===== config.mk =====
export PLATFORM = sky130hd
export DESIGN_NAME = dsp_tasks_ctrl
export DESIGN_NICKNAME = d
export VERILOG_FILES = /design/src/rtl/dsp_tasks_ctrl.sv
export SDC_FILE = /design/constraint.sdc
export NUM_CORES = 1
export LEC_CHECK = 0
export BUFFER_PORTS_ARGS = -buffer_cell sky130_fd_sc_hd__buf_2
export CAP_MARGIN = 40
export CORE_MARGIN = 5
export CORE_UTILIZATION = 45
export CTS_BUF_LIST = sky130_fd_sc_hd__clkbuf_2 sky130_fd_sc_hd__clkbuf_4 sky130_fd_sc_hd__clkbuf_8
export DETAILED_ROUTE_END_ITERATION = 16
export PLACE_DENSITY_LB_ADDON = 0.12
export RECOVER_POWER = 100
export SLEW_MARGIN = 0
export SYNTH_ARGS = -nofsm -noshare
export SYNTH_HDL_FRONTEND = slang
export SYNTH_SLANG_ARGS = --single-unit

===== constraint.sdc =====
create_clock -name clk_tb -period 4.3 [get_ports clk_tb]
set_input_delay 0.43 -clock clk_tb [delete_from_list [all_inputs] [get_ports clk_tb]]
set_output_delay 0.43 -clock clk_tb [all_outputs]
set_load 0.01 [all_outputs]

===== src/rtl/dsp_tasks_ctrl.sv =====
// dsp_tasks_ctrl -- Wishbone test-task sequencer.
// Runs one bus command at a time (WRITE, READ_CHECK, POLL, NOP) and keeps a
// running test verdict (sticky test_failed, saturating fail_count).
//
// Ports:
//   clk_tb, reset_tb          clock, asynchronous active-low reset
//   cmd_valid/op/adr/data/mask command request (sampled only when idle)
//   busy, done, pass, fail     command status; pass/fail valid with done
//   rdata                      last data read from the bus
//   test_failed, fail_count    accumulated verdict
//   wb_*_o / wb_*_i            Wishbone master
//
// Build option: define DSP_TASKS_TIMEOUT_EN to add an ack watchdog of
// TIMEOUT_CYCLES WAIT cycles; without it WAIT has no time limit.
module dsp_tasks_ctrl #(
  parameter logic [31:0] BASE_ADR       = 32'h0000_0000,
  parameter int unsigned POLL_LIMIT     = 256,
  parameter int unsigned TIMEOUT_CYCLES = 1024
) (
  input  logic        clk_tb,
  input  logic        reset_tb,
  input  logic        cmd_valid,
  input  logic [1:0]  cmd_op,
  input  logic [31:0] cmd_adr,
  input  logic [31:0] cmd_data,
  input  logic [31:0] cmd_mask,
  output logic        busy,
  output logic        done,
  output logic        pass,
  output logic        fail,
  output logic [31:0] rdata,
  output logic        test_failed,
  output logic [7:0]  fail_count,
  output logic [31:0] wb_adr_o,
  output logic [31:0] wb_dat_o,
  output logic [3:0]  wb_sel_o,
  output logic        wb_cyc_o,
  output logic        wb_stb_o,
  output logic        wb_we_o,
  input  logic [31:0] wb_dat_i,
  input  logic        wb_ack_i,
  input  logic        wb_err_i,
  input  logic        wb_rty_i
);

  localparam logic [1:0] OP_WRITE = 2'b00;
  localparam logic [1:0] OP_READ  = 2'b01;
  localparam logic [1:0] OP_POLL  = 2'b10;
  localparam logic [1:0] OP_NOP   = 2'b11;

  typedef enum logic [2:0] {IDLE, REQ, WAIT, CHECK, GAP, DONE} state_t;

  state_t      r_state;
  logic [1:0]  r_op;
  logic [31:0] r_cmd_adr, r_cmd_data, r_cmd_mask;
  logic        r_busy, r_done, r_pass, r_fail, r_test_failed;
  logic [7:0]  r_fail_count;
  logic [31:0] r_rdata;
  logic        r_cyc, r_stb, r_we;
  logic [31:0] r_wb_adr, r_wb_dat;
  logic [3:0]  r_sel;
  logic        r_result;     // verdict carried into DONE, 1 = pass
  logic [1:0]  r_gap_cnt;
  logic [31:0] r_poll_cnt;   // completed reads of the current POLL
`ifdef DSP_TASKS_TIMEOUT_EN
  logic [31:0] r_to_cnt;
`else
  logic        w_unused_timeout;
  assign w_unused_timeout = ^TIMEOUT_CYCLES;
`endif

  logic w_match;
  assign w_match = ((r_rdata & r_cmd_mask) == (r_cmd_data & r_cmd_mask));

  always_ff @(posedge clk_tb or negedge reset_tb) begin
    if (!reset_tb) begin
      r_state       <= IDLE;
      r_op          <= OP_NOP;
      r_cmd_adr     <= '0;
      r_cmd_data    <= '0;
      r_cmd_mask    <= '0;
      r_busy        <= 1'b0;
      r_done        <= 1'b0;
      r_pass        <= 1'b0;
      r_fail        <= 1'b0;
      r_test_failed <= 1'b0;
      r_fail_count  <= '0;
      r_rdata       <= '0;
      r_cyc         <= 1'b0;
      r_stb         <= 1'b0;
      r_we          <= 1'b0;
      r_wb_adr      <= '0;
      r_wb_dat      <= '0;
      r_sel         <= '0;
      r_result      <= 1'b0;
      r_gap_cnt     <= '0;
      r_poll_cnt    <= '0;
`ifdef DSP_TASKS_TIMEOUT_EN
      r_to_cnt      <= '0;
`endif
    end else begin
      r_done <= 1'b0;
      case (r_state)
        IDLE: begin
          if (cmd_valid) begin
            r_op       <= cmd_op;
            r_cmd_adr  <= cmd_adr;
            r_cmd_data <= cmd_data;
            r_cmd_mask <= cmd_mask;
            r_busy     <= 1'b1;
            r_poll_cnt <= '0;
            if (cmd_op == OP_NOP) begin
              r_result <= 1'b1;
              r_state  <= DONE;
            end else begin
              r_state  <= REQ;
            end
          end
        end
        REQ: begin
          r_cyc    <= 1'b1;
          r_stb    <= 1'b1;
          r_sel    <= 4'hF;
          r_wb_adr <= BASE_ADR + r_cmd_adr;
          r_we     <= (r_op == OP_WRITE);
          r_wb_dat <= r_cmd_data;
`ifdef DSP_TASKS_TIMEOUT_EN
          r_to_cnt <= '0;
`endif
          r_state  <= WAIT;
        end
        WAIT: begin
          // err outranks ack when both arrive together
          if (wb_err_i) begin
            r_cyc    <= 1'b0;
            r_stb    <= 1'b0;
            r_we     <= 1'b0;
            r_result <= 1'b0;
            r_state  <= DONE;
          end else if (wb_ack_i) begin
            r_cyc <= 1'b0;
            r_stb <= 1'b0;
            r_we  <= 1'b0;
            if (r_op == OP_WRITE) begin
              r_result <= 1'b1;
              r_state  <= DONE;
            end else begin
              r_rdata <= wb_dat_i;
              if (r_op == OP_POLL) r_poll_cnt <= r_poll_cnt + 32'd1;
              r_state <= CHECK;
            end
          end else if (wb_rty_i) begin
            // REQ itself provides the single idle cycle before re-issue
            r_cyc   <= 1'b0;
            r_stb   <= 1'b0;
            r_we    <= 1'b0;
            r_state <= REQ;
          end
`ifdef DSP_TASKS_TIMEOUT_EN
          else if (r_to_cnt == TIMEOUT_CYCLES - 1) begin
            r_cyc    <= 1'b0;
            r_stb    <= 1'b0;
            r_we     <= 1'b0;
            r_result <= 1'b0;
            r_state  <= DONE;
          end else begin
            r_to_cnt <= r_to_cnt + 32'd1;
          end
`endif
        end
        CHECK: begin
          if (w_match) begin
            r_result <= 1'b1;
            r_state  <= DONE;
          end else if (r_op != OP_POLL || r_poll_cnt >= POLL_LIMIT) begin
            r_result <= 1'b0;
            r_state  <= DONE;
          end else begin
            r_gap_cnt <= '0;
            r_state   <= GAP;
          end
        end
        GAP: begin
          if (r_gap_cnt == 2'd3) r_state <= REQ;
          else                   r_gap_cnt <= r_gap_cnt + 2'd1;
        end
        DONE: begin
          r_done <= 1'b1;
          r_busy <= 1'b0;
          r_pass <= r_result;
          r_fail <= ~r_result;
          if (!r_result) begin
            r_test_failed <= 1'b1;
            if (r_fail_count != 8'hFF) r_fail_count <= r_fail_count + 8'd1;
          end
          r_state <= IDLE;
        end
        default: r_state <= IDLE;
      endcase
    end
  end

  assign busy        = r_busy;
  assign done        = r_done;
  assign pass        = r_pass;
  assign fail        = r_fail;
  assign rdata       = r_rdata;
  assign test_failed = r_test_failed;
  assign fail_count  = r_fail_count;
  assign wb_adr_o    = r_wb_adr;
  assign wb_dat_o    = r_wb_dat;
  assign wb_sel_o    = r_sel;
  assign wb_cyc_o    = r_cyc;
  assign wb_stb_o    = r_stb;
  assign wb_we_o     = r_we;

endmodule


==> metrics.md, run 1 <==
| Metric | Value |
|---|---|
| Post-placement cell area | `roughly 12000 sq um` |
| Clk buf depth | `3` |
| Vias in the first global route | `7045` |
| First-pass GRT wire length | `~39 mm` |
| Largest net degree at the start of global routing | `around 130` |
| P_leak | `roughly 5.6 nW` |
| Worst-path maximum fanout | `33` |
| WL/cell | `~18 um` |
| DRT Wirelength | `24.3 mm` |
| 1st-iter DRT viols | `287` |
| Synthesized area per cell | `between 10 and 15 sq um` |
| Post-DRT Antenna Nets | `0` |
| CTS H-tree lvls | `2` |
| Grt ovf | `0` |
| Worst-skew pair later-pin latency | `between 500 and 600 ps` |
| Die height | `about 160 um` |
| IO buf count | `~250` |
| DIE AREA | `~26000 sq um` |
| FFs w/ async S/R, synth | `1.00` |
| Post-route core utilization | `0.553` |
| Clk pin slew, worst setup/hold paths | `about 60 ps` |
| Failing checks | `max-capacitance violations, max-slew violations` |
| Final period demand of the worst path | `just over 3000 ps` |
| Maximum vdd drop | `0.356 mV` |
| CP Capture Type | `register` |
| Synth Cell Area | `between 10000 and 15000 sq um` |
| Rows | `55` |
| Worst Skew | `13.7 ps` |
| Flops & latches, synth | `approximately 250` |
| Post-route setup TNS | `0 ps` |
| Synth Flop Type | `dfrtp_1` |
| I/O pins | `around 250` |
| Initial antenna violation count | `8` |
| Maxcap violations | `3` |
| Largest stage delay on the critical path | `between 1500 and 2000 ps` |
| CP Class | `reg2reg` |
| Max Clk Rate | `about 0.32 GHz` |
| Synthesized instance count | `~740` |
| Yosys warns | `0` |
| Rel. slew slack | `-0.535` |
| Crit-path cells | `nor4b_1 > nand3b_1 > clkbuf_1 > or3b_2` |
| Worst-margin pin slew | `2300 ps` |
| RePlAce Congestion | `0.783` |
| Fin. max-slew vios | `~240` |
| Slowest-stage cell, CP | `clkbuf_1` |
| Sequential element share of the synthesized area | `0.601` |
| Syn Nets | `881` |
| CTS Root Cell | `clkbuf_8` |
| Core Region | `22600 sq um` |
| Cts repair resizes | `0` |
| Final hold vios | `0` |
| Startpoint Class | `register` |
| Number of distinct library cells after synthesis | `45` |
| Post-synth EDFFs | `0` |
| RSZ-0062 raised after global routing | `no` |
| Final net count | `1150` |
| Die Width | `around 160 um` |
| Router iterations before antenna repair | `4` |
| Status | `finished with violations` |
| CTS tree | `done` |
| Crit path DAT | `about 3500 ps` |
| Commonest non-fill, non-tap cell in the layout | `dfrtp_1` |
| Clk sinks | `between 200 and 250` |
| Final setup viols | `0` |
| Share of layout cells above drive strength 1 | `0.403` |
| GRT Util Overall | `0.186` |
| Most frequent cells in the layout | `dfrtp_1 (246), mux2_2 (197), buf_2 (134), clkbuf_1 (119), clkbuf_8 (50)` |
| DRC errors left | `0` |
| Dpl hpwl | `roughly 17 mm` |
| Final clock period utilization by the worst path | `0.723` |
| Post-CTS Setup Inserts | `0` |
| Non-Filler Cell Area, Final | `12500 sq um` |
| Hold WC Path Type | `in2reg` |
| Area grow syn2layout | `21.0%` |
| Via-per-instance ratio | `approximately 5.1` |
| Initial Util | `0.456` |
| P per Cell Area | `742 nW/um^2` |
| Vias | `a little under 7000` |
| Critical path data required time | `approximately 4700 ps` |
| Total CTS buffers | `42` |
cells by family after synthesis:
kind of cell	share of synthesized area
flip-flops	0.601
multiplexers	0.215
AND/OR/NAND/NOR	0.0800
XOR/XNOR	0.0568
buffers and inverters	0.0186
AO/OA/AOI/OAI	0.0243
adder cells (fa/ha/maj)	0.00484
critical path: cells and delay by family (launching register included):
kind	cells	cell delay (ps)
DFF	1	550
and+or+nand+nor	3	790
buffers and inverters	1	1640
layout make-up:
cell class | count | area, sq um
Antenna cell | 3 | 7.51
Clock buffer | 64 | 793
Clock inverter | 5 | 33.8
Fill cell | 2021 | 10100
Inverter | 10 | 37.5
Multi-Input combinational cell | 449 | 3880
Sequential cell | 248 | 6210
Tap cell | 285 | 357
Timing Repair Buffer | 259 | 1190
state kept, by name, indices dropped and copies added (netlist names), 2 cells and up:
register    count
r_poll_cnt     32
r_gap_cnt       2
r_op            2
rdata          32
r_cmd_mask     32
r_state         3
fail_count      8
r_cmd_adr      32
r_cmd_data     32
wb_dat_o       32
wb_adr_o       32
Yosys cell counts, drive strengths merged (2+ instances only):
cell type | n | area share
a22oi | 16 | 0.012
ha | 4 | 0.0048
nand4 | 12 | 0.0087
nor3b | 2 | 0.0015
dfstp | 2 | 0.0051
buf | 13 | 0.0074
nor2b | 2 | 0.0012
or2 | 9 | 0.0054
inv | 10 | 0.0036
xor2 | 42 | 0.036
nor4 | 17 | 0.012
dfrtp | 246 | 0.60
mux2 | 197 | 0.21
clkbuf | 21 | 0.0076
nand2b | 3 | 0.0018
nor4b | 3 | 0.0061
nor2 | 42 | 0.015
nand3 | 9 | 0.0044
and3 | 6 | 0.0036
a21o | 3 | 0.0022
xnor2 | 25 | 0.021
nand3b | 2 | 0.0015
o21ai | 3 | 0.0015
a31oi | 2 | 0.0027
nor3 | 6 | 0.0029
a21oi | 5 | 0.0024
nand2 | 26 | 0.0094
and4 | 4 | 0.0034
per-layer routing:
metal	share of wire	routed length, um	track usage
met2	0.47	11500	0.295
met5	0.0021	50	0
met4	0.018	441	0.0554
met3	0.085	2070	0.0658
met1	0.42	10300	0.241
where the power goes:
| part | total, mW | internal, mW | switching, mW |
|---|---|---|---|
| clock | 2.07 | 1.17 | 0.903 |
| combinational | 3.14 | 1.64 | 1.50 |
| sequential | 4.06 | 3.38 | 0.683 |
| total | 9.28 | 6.19 | 3.08 |
timing repair:
item / in CTS / in global routing
setup endpoints to repair: 0 / 0
hold endpoints to repair: 60 / 0
hold buffers: 1 / 0
metrics by stage:
step           std cells  power [mW]  worst slack (ps)  hold WS (ps)
2_1_floorplan        741        6.17              2160           134
3_5_place_dp        1250        7.44              1900           458
5_1_grt             1322        9.93               923          84.0
3_3_place_gp        1249        7.34              1950           457
6_report            1323        9.28              1190           122
4_1_cts             1320        9.58              1890          83.4
worst paths after layout:
| check | start | end | slack [ps] | cells past startpoint |
|---|---|---|---|---|
| min | wb_dat_i[7] | rdata[7] | 120 | 2 |
| max reg2reg | r_state[0] | r_state[1] | 1190 | 4 |
| max | r_state[0] | r_state[1] | 1190 | 4 |
| max in group asynchronous | reset_tb | fail | 1430 | 3 |
| min in group asynchronous | reset_tb | r_poll_cnt[7] | 550 | 2 |
| min reg2reg | test_failed | test_failed | 470 | 1 |
No activity file was read; power rests on OpenSTA's default activity.
==> run 2: changes to the inputs <==
- clock period: 4.3 -> 3.11 ns (I/O delays scaled with it)
==> run 2 against run 1 <==
The flow still finishes with violations (max-capacitance violations, max-slew violations). Hold slack worse by 87 ps. Sequential cell count unchanged. Non-clock buffer count up 125. Via count up 7.7%. Largest cell class unchanged. Largest power group unchanged.
==> metrics.md, run 2 (synthesized netlist as in run 1, its figures left out) <==
| Metric | Value |
|---|---|
| IO buf count | `251 (unchanged)` |
| Clk pin slew, worst setup/hold paths | `60 ps (about the same)` |
| GRT Util Overall | `0.194 (+0.00839)` |
| Clk sinks | `248 (unchanged)` |
| Status | `finished with violations` |
| Area grow syn2layout | `34.6%` |
| DRC errors left | `0 (unchanged)` |
| Maximum vdd drop | `0.579 mV (+63%)` |
| P per Cell Area | `950 nW/um^2 (+28%)` |
| RePlAce Congestion | `0.749 (-4.3%)` |
| Final period demand of the worst path | `2550 ps (-557 ps)` |
| Largest net degree at the start of global routing | `131 (unchanged)` |
| CTS Root Cell | `clkbuf_8` |
| Crit path DAT | `2950 ps (-560 ps)` |
| DIE AREA | `26100 sq um (unchanged)` |
| GR peak layer | `met2` |
| Rows | `55 (unchanged)` |
| Vias in the first global route | `7942 (+13%)` |
| Die Width | `162 um (unchanged)` |
| Non-Filler Cell Area, Final | `13900 sq um (+11%)` |
| I/O pins | `252 (unchanged)` |
| Final hold vios | `0 (unchanged)` |
| Post-placement cell area | `11900 sq um (about the same)` |
| Clk buf depth | `3 (unchanged)` |
| Final net count | `1276 (+11%)` |
| Worst-path maximum fanout | `68 (+110%)` |
| DRT Wirelength | `25.3 mm (+3.9%)` |
| Fill count | `1870 (-7.5%)` |
| Die height | `162 um (unchanged)` |
| Met2 GRT Util | `0.325 (+0.0298)` |
| Total power | `13.2 mW (+43%)` |
| Grt ovf | `0 (unchanged)` |
| Most frequent cells in the layout | `dfrtp_1 (246), mux2_2 (197), buf_2 (134), dlygate4sd3_1 (127), clkbuf_1 (117)` |
| CTS tree | `done` |
| Post-route core utilization | `0.615 (+0.0620)` |
| P_leak | `6.22 nW (+11%)` |
| Initial antenna violation count | `0 (-8)` |
| Worst-margin pin slew | `1900 ps (-402 ps)` |
| Share of layout cells above drive strength 1 | `0.368 (-0.0345)` |
| Fin. max-slew vios | `71 (-70%)` |
| Failing checks | `max-capacitance violations, max-slew violations` |
| Commonest non-fill, non-tap cell in the layout | `dfrtp_1` |
| 1st-iter DRT viols | `247 (-14%)` |
| Startpoint Class | `register` |
| First-pass GRT wire length | `41.1 mm (+6.5%)` |
| CP Class | `reg2reg` |
| Vias | `7250 (+7.7%)` |
| Via-per-instance ratio | `4.98 (-2.1%)` |
| WL/cell | `17.4 um (-5.5%)` |
| Router iterations before antenna repair | `4 (unchanged)` |
| Flop-to-flop setup slack | `560 ps (-630 ps)` |
| Hold WC Path Type | `in2reg` |
| Worst Skew | `19.8 ps (+6.12 ps)` |
| Post-DRT Antenna Nets | `0 (unchanged)` |
| Maxcap violations | `1 (-2)` |
| CTS H-tree lvls | `2 (unchanged)` |
| Rel. slew slack | `-0.267 (+0.268)` |
| Worst r2r src | `r_state[0]` |
| Initial Util | `0.456 (unchanged)` |
| Worst-skew pair later-pin latency | `530 ps (about the same)` |
| Core Region | `22600 sq um (unchanged)` |
| Final clock period utilization by the worst path | `0.821 (+0.0975)` |
| CP Capture Type | `register` |
| Hold Path Origin | `cmd_data[3]` |
| Total CTS buffers | `43 (+2.4%)` |
| Cts repair resizes | `0 (unchanged)` |
| Met3 Use GR | `0.0559 (-0.00995)` |
| Critical path startpoint | `r_state[0]` |
| Critical path data required time | `3510 ps (-1190 ps)` |
| RSZ-0062 raised after global routing | `no` |
| Dpl hpwl | `16.3 mm (-2.7%)` |
| Final setup viols | `0 (unchanged)` |
| Max Clk Rate | `0.392 GHz (+22%)` |
| Met1 Use GR | `0.245 (+0.00410)` |
| Post-route setup TNS | `0 ps (unchanged)` |
| Ant diodes | `0 (-3)` |
[run 2: cell count changes in the layout (fill, tap and decap cells not counted), sizes merged]
cell	delta
dlygate4sd3	+126
clkbuf	+10
diode	-3
clkinvlp	-1
[run 2: timing repair]
action	CTS	global route
buffers inserted	0	0
hold endpoints to repair	193	2
hold buffers	125	2
[run 2: layout make-up]
cell class / instances / area (sq um) / area share
inverters: 10 / 37.5 / 0.00270
repair buffers: 384 / 2460 / 0.177
well taps: 285 / 357 / 0.0256
multi-input cells: 449 / 3920 / 0.282
clock inverters: 4 / 26.3 / 0.00189
flip-flops and latches: 248 / 6210 / 0.446
clock buffers: 75 / 907 / 0.0652
[run 2: worst paths after layout]
kind,endpoint,cells past startpoint
worst max-delay path,wb_adr_o[25],4
min in group asynchronous,wb_dat_o[6],2
worst max register to register,wb_adr_o[25],4
worst min-delay path,r_cmd_data[3],2
worst min register to register,test_failed,1
max in group asynchronous,rdata[21],3
[run 2: worst max-delay path: stages, from the launching register on]
cell      delay, ps
dfrtp_1         590
inv_1           150
nor3_1          290
clkbuf_4        910
mux2_2          420
[run 2: power by group]
part	switching (mW)	internal [mW]
clock network	1.28	1.83
registers	0.977	4.67
logic	2.12	2.34
[run 2: metal layers]
metal	share of wire	up-vias
met5	0	-
met4	0.022	0
met3	0.071	44
met2	0.49	216
met1	0.42	3584
li1	-	3406
[run 2: per-stage QoR]
stage          setup WS [ps]  instances  hold slack, ps
3_3_place_gp             772       1249             328
4_1_cts                  733       1453           0.733
6_report                 558       1455            35.9
3_5_place_dp             734       1249             323
5_1_grt                  374       1455            10.6
2_1_floorplan            972        741            15.4
==> run 3: changes to the inputs <==
- ABC_AREA: default -> 1
- clock period: 3.11 -> 2.55 ns (I/O delays scaled with it)
==> run 3 against run 2 <==
The flow now finishes without violations. Sequential share of layout area is 2.2 points lower. Utilization shrank 1.1 points. Register-to-register slack worse by 210 ps. Via count increased by 39%. Die area is 6.2% higher. Largest power group unchanged. Clock skew rose by 14 ps.
==> metrics.md, run 3 <==
| Metric | Value |
|---|---|
| Clk sinks | `248 (unchanged)` |
| CTS Root Cell | `clkbuf_8` |
| FFs w/ async S/R, synth | `1.00 (unchanged)` |
| Router iterations before antenna repair | `7 (+3)` |
| Commonest non-fill, non-tap cell in the layout | `nand2_1` |
| Worst-skew pair later-pin latency | `550 ps (+20 ps)` |
| Fill count | `2249 (+20%)` |
| Rows | `57 (+3.6%)` |
| Fin. max-slew vios | `0 (-100%)` |
| Final setup viols | `0 (unchanged)` |
| Final period demand of the worst path | `2200 ps (-351 ps)` |
| Sequential element share of the synthesized area | `0.563 (-0.0374)` |
| Flops & latches, synth | `248 (unchanged)` |
| Worst-margin pin slew | `1250 ps (-654 ps)` |
| Core Region | `24200 sq um (+7.1%)` |
| Vias in the first global route | `10200 (+29%)` |
| GRT Util Overall | `0.222 (+0.0285)` |
| Post-route setup TNS | `0 ps (unchanged)` |
| Post-synth top cells | `nand2_1 (416), dfrtp_1 (246), o21ai_0 (156)` |
| FF+latch area | `6210 sq um (unchanged)` |
| Synth top area share | `0.559 (-0.0371)` |
| Critical path data required time | `2960 ps (-550 ps)` |
| 1st-iter DRT viols | `608 (+150%)` |
| RePlAce Congestion | `0.906 (+21%)` |
| Final hold slack | `117 ps (+81.5 ps)` |
| Final hold vios | `0 (unchanged)` |
| CTS H-tree lvls | `2 (unchanged)` |
| Post-synth EDFFs | `0 (unchanged)` |
| Area grow syn2layout | `32.8%` |
| Die Width | `166 um (+3.1%)` |
| Die height | `166 um (+3.1%)` |
| Area leader, netlist | `dfrtp_1` |
| CP Class | `reg2reg` |
| CP Capture Type | `register` |
| Dpl hpwl | `20.7 mm (+27%)` |
| Post-CTS Setup Inserts | `0 (unchanged)` |
| P per Cell Area | `1070 nW/um^2 (+12%)` |
| Startpoint Class | `register` |
| Synth Cell Area | `11000 sq um (+6.6%)` |
| Status | `finished clean` |
| Multi-input logic area | `3940 sq um (+0.51%)` |
| Main area contributors after synthesis | `dfrtp_1 (56%), nand2_1 (14%), o21ai_0 (7.1%), inv_1 (5.1%), nor2_1 (3.4%)` |
| Total CTS buffers | `42 (-2.3%)` |
| Hold WC Path Type | `in2reg` |
| Rel. slew slack | `0.169 (+0.436)` |
| Max Clk Rate | `0.454 GHz (+16%)` |
| WL/cell | `14.9 um (-14%)` |
| Final net count | `1860 (+46%)` |
| Maximum vdd drop | `0.758 mV (+31%)` |
| RSZ-0062 raised after global routing | `no` |
| DRC errors left | `0 (unchanged)` |
| Post-DRT Antenna Nets | `0 (unchanged)` |
| IO buf count | `251 (unchanged)` |
| Grt ovf | `0 (unchanged)` |
| Vias | `10100 (+39%)` |
| Synth Flop Type | `dfrtp_1` |
| Clk pin slew, worst setup/hold paths | `60 ps (about the same)` |
| Worst Skew | `33.5 ps (+13.6 ps)` |
| Most frequent cell after synthesis | `nand2_1` |
| Number of distinct library cells after synthesis | `34 (-24%)` |
| Ant diodes | `0 (unchanged)` |
| Largest net degree at the start of global routing | `165 (+26%)` |
| P_leak | `7.12 nW (+14%)` |
| Clk buf depth | `3 (unchanged)` |
| Initial Util | `0.454 (-0.00199)` |
| Total power | `15.6 mW (+18%)` |
| Via-per-instance ratio | `4.86 (-2.5%)` |
| DRT Wirelength | `30.9 mm (+22%)` |
| Yosys warns | `0 (unchanged)` |
| CTS tree | `done` |
| Crit path DAT | `2610 ps (-340 ps)` |
| First-pass GRT wire length | `51.3 mm (+25%)` |
| DIE AREA | `27700 sq um (+6.2%)` |
| Syn Nets | `1473 (+67%)` |
| Maxcap violations | `0 (-1)` |
| Synthesized instance count | `1333 (+80%)` |
| Initial antenna violation count | `0 (unchanged)` |
| Most frequent cells in the layout | `nand2_1 (416), dfrtp_1 (246), o21ai_0 (159), inv_1 (151), buf_2 (134)` |
| I/O pins | `252 (unchanged)` |
| Share of layout cells above drive strength 1 | `0.136 (-0.232)` |
| Worst-path maximum fanout | `22 (-68%)` |
| Final clock period utilization by the worst path | `0.863 (+0.0427)` |
| Synthesized area per cell | `8.27 sq um (-41%)` |
run 3: cell types whose count changed after synthesis, sizes merged, moves of 33 or more:
| cell | before | now |
|---|---|---|
| o21ai | 3 | 162 |
| nand2 | 26 | 419 |
| nor2 | 42 | 106 |
| mux2 | 197 | 2 |
| nand3 | 9 | 72 |
| xor2 | 42 | 9 |
| inv | 10 | 155 |
run 3: layout make-up:
type                    instances  share of cell area
clock buffers                  70              0.0581
clock inverters                 3             0.00368
inverters                     155              0.0398
multi-input cells             877               0.269
flip-flops and latches        248               0.424
well taps                     324              0.0277
repair buffers                396               0.177
run 3: metrics by stage:
stage / instance area, sq um / utilization / setup WS (ps) / std cells
after global placement: 12600 / 0.521 / 608 / 1868
final: 14600 / 0.603 / 349 / 2073
after detailed placement: 12600 / 0.521 / 571 / 1868
after CTS: 14900 / 0.613 / 503 / 2073
after floorplan: 11000 / - / 947 / 1333
after global routing: 14600 / 0.603 / 147 / 2073
run 3: kinds of logic (layout without fill, tap and decap cells):
group,count (synthesis),count (layout),share of synthesized area
compound gates,207,207,0.0985
xor+xnor,16,16,0.0127
buf+inv,208,624,0.0754
mux,2,2,0.00204
simple gates,648,648,0.243
fa+ha+maj,4,4,0.00454
flops,248,248,0.563
run 3: metal layers:
metal,GRT usage,wire [um]
met3,0.0571,2030
met4,0.0683,811
met2,0.372,14900
met1,0.287,13200
met5,0,0
run 3: worst paths after layout:
kind                              from             to  slack (ps)  depth (start not counted)
hold / removal                wb_err_i       r_result         120                          4
hold reg to reg            test_failed    test_failed         460                          1
min in group asynchronous     reset_tb   wb_adr_o[27]         570                          2
setup / recovery            r_state[2]  r_poll_cnt[7]         350                         11
max in group asynchronous     reset_tb  r_cmd_mask[7]         610                          3
setup reg to reg            r_state[2]  r_poll_cnt[7]         350                         11
run 3: timing repair:
action / in CTS / in global routing
hold endpoints to repair: 210 / 0
hold buffers: 132 / 0
resized for setup: 0 / 0
run 3: power breakdown:
group          internal [mW]  total [mW]  switching, mW
registers               5.56        6.48          0.916
logic                   1.82        5.35           3.54
clock network           2.20        3.76           1.57
total                   9.58        15.6           6.02
run 3: worst max-delay path, stage by stage (launching register included):
cell	delay [ps]
dfrtp_1	390
inv_1	140
nand2_2	90
nor2_1	240
inv_1	90
buf_4	190
o21ai_2	230
nor2_8	90
inv_2	300
nor2_1	70
o21ai_0	170
a21oi_1	60
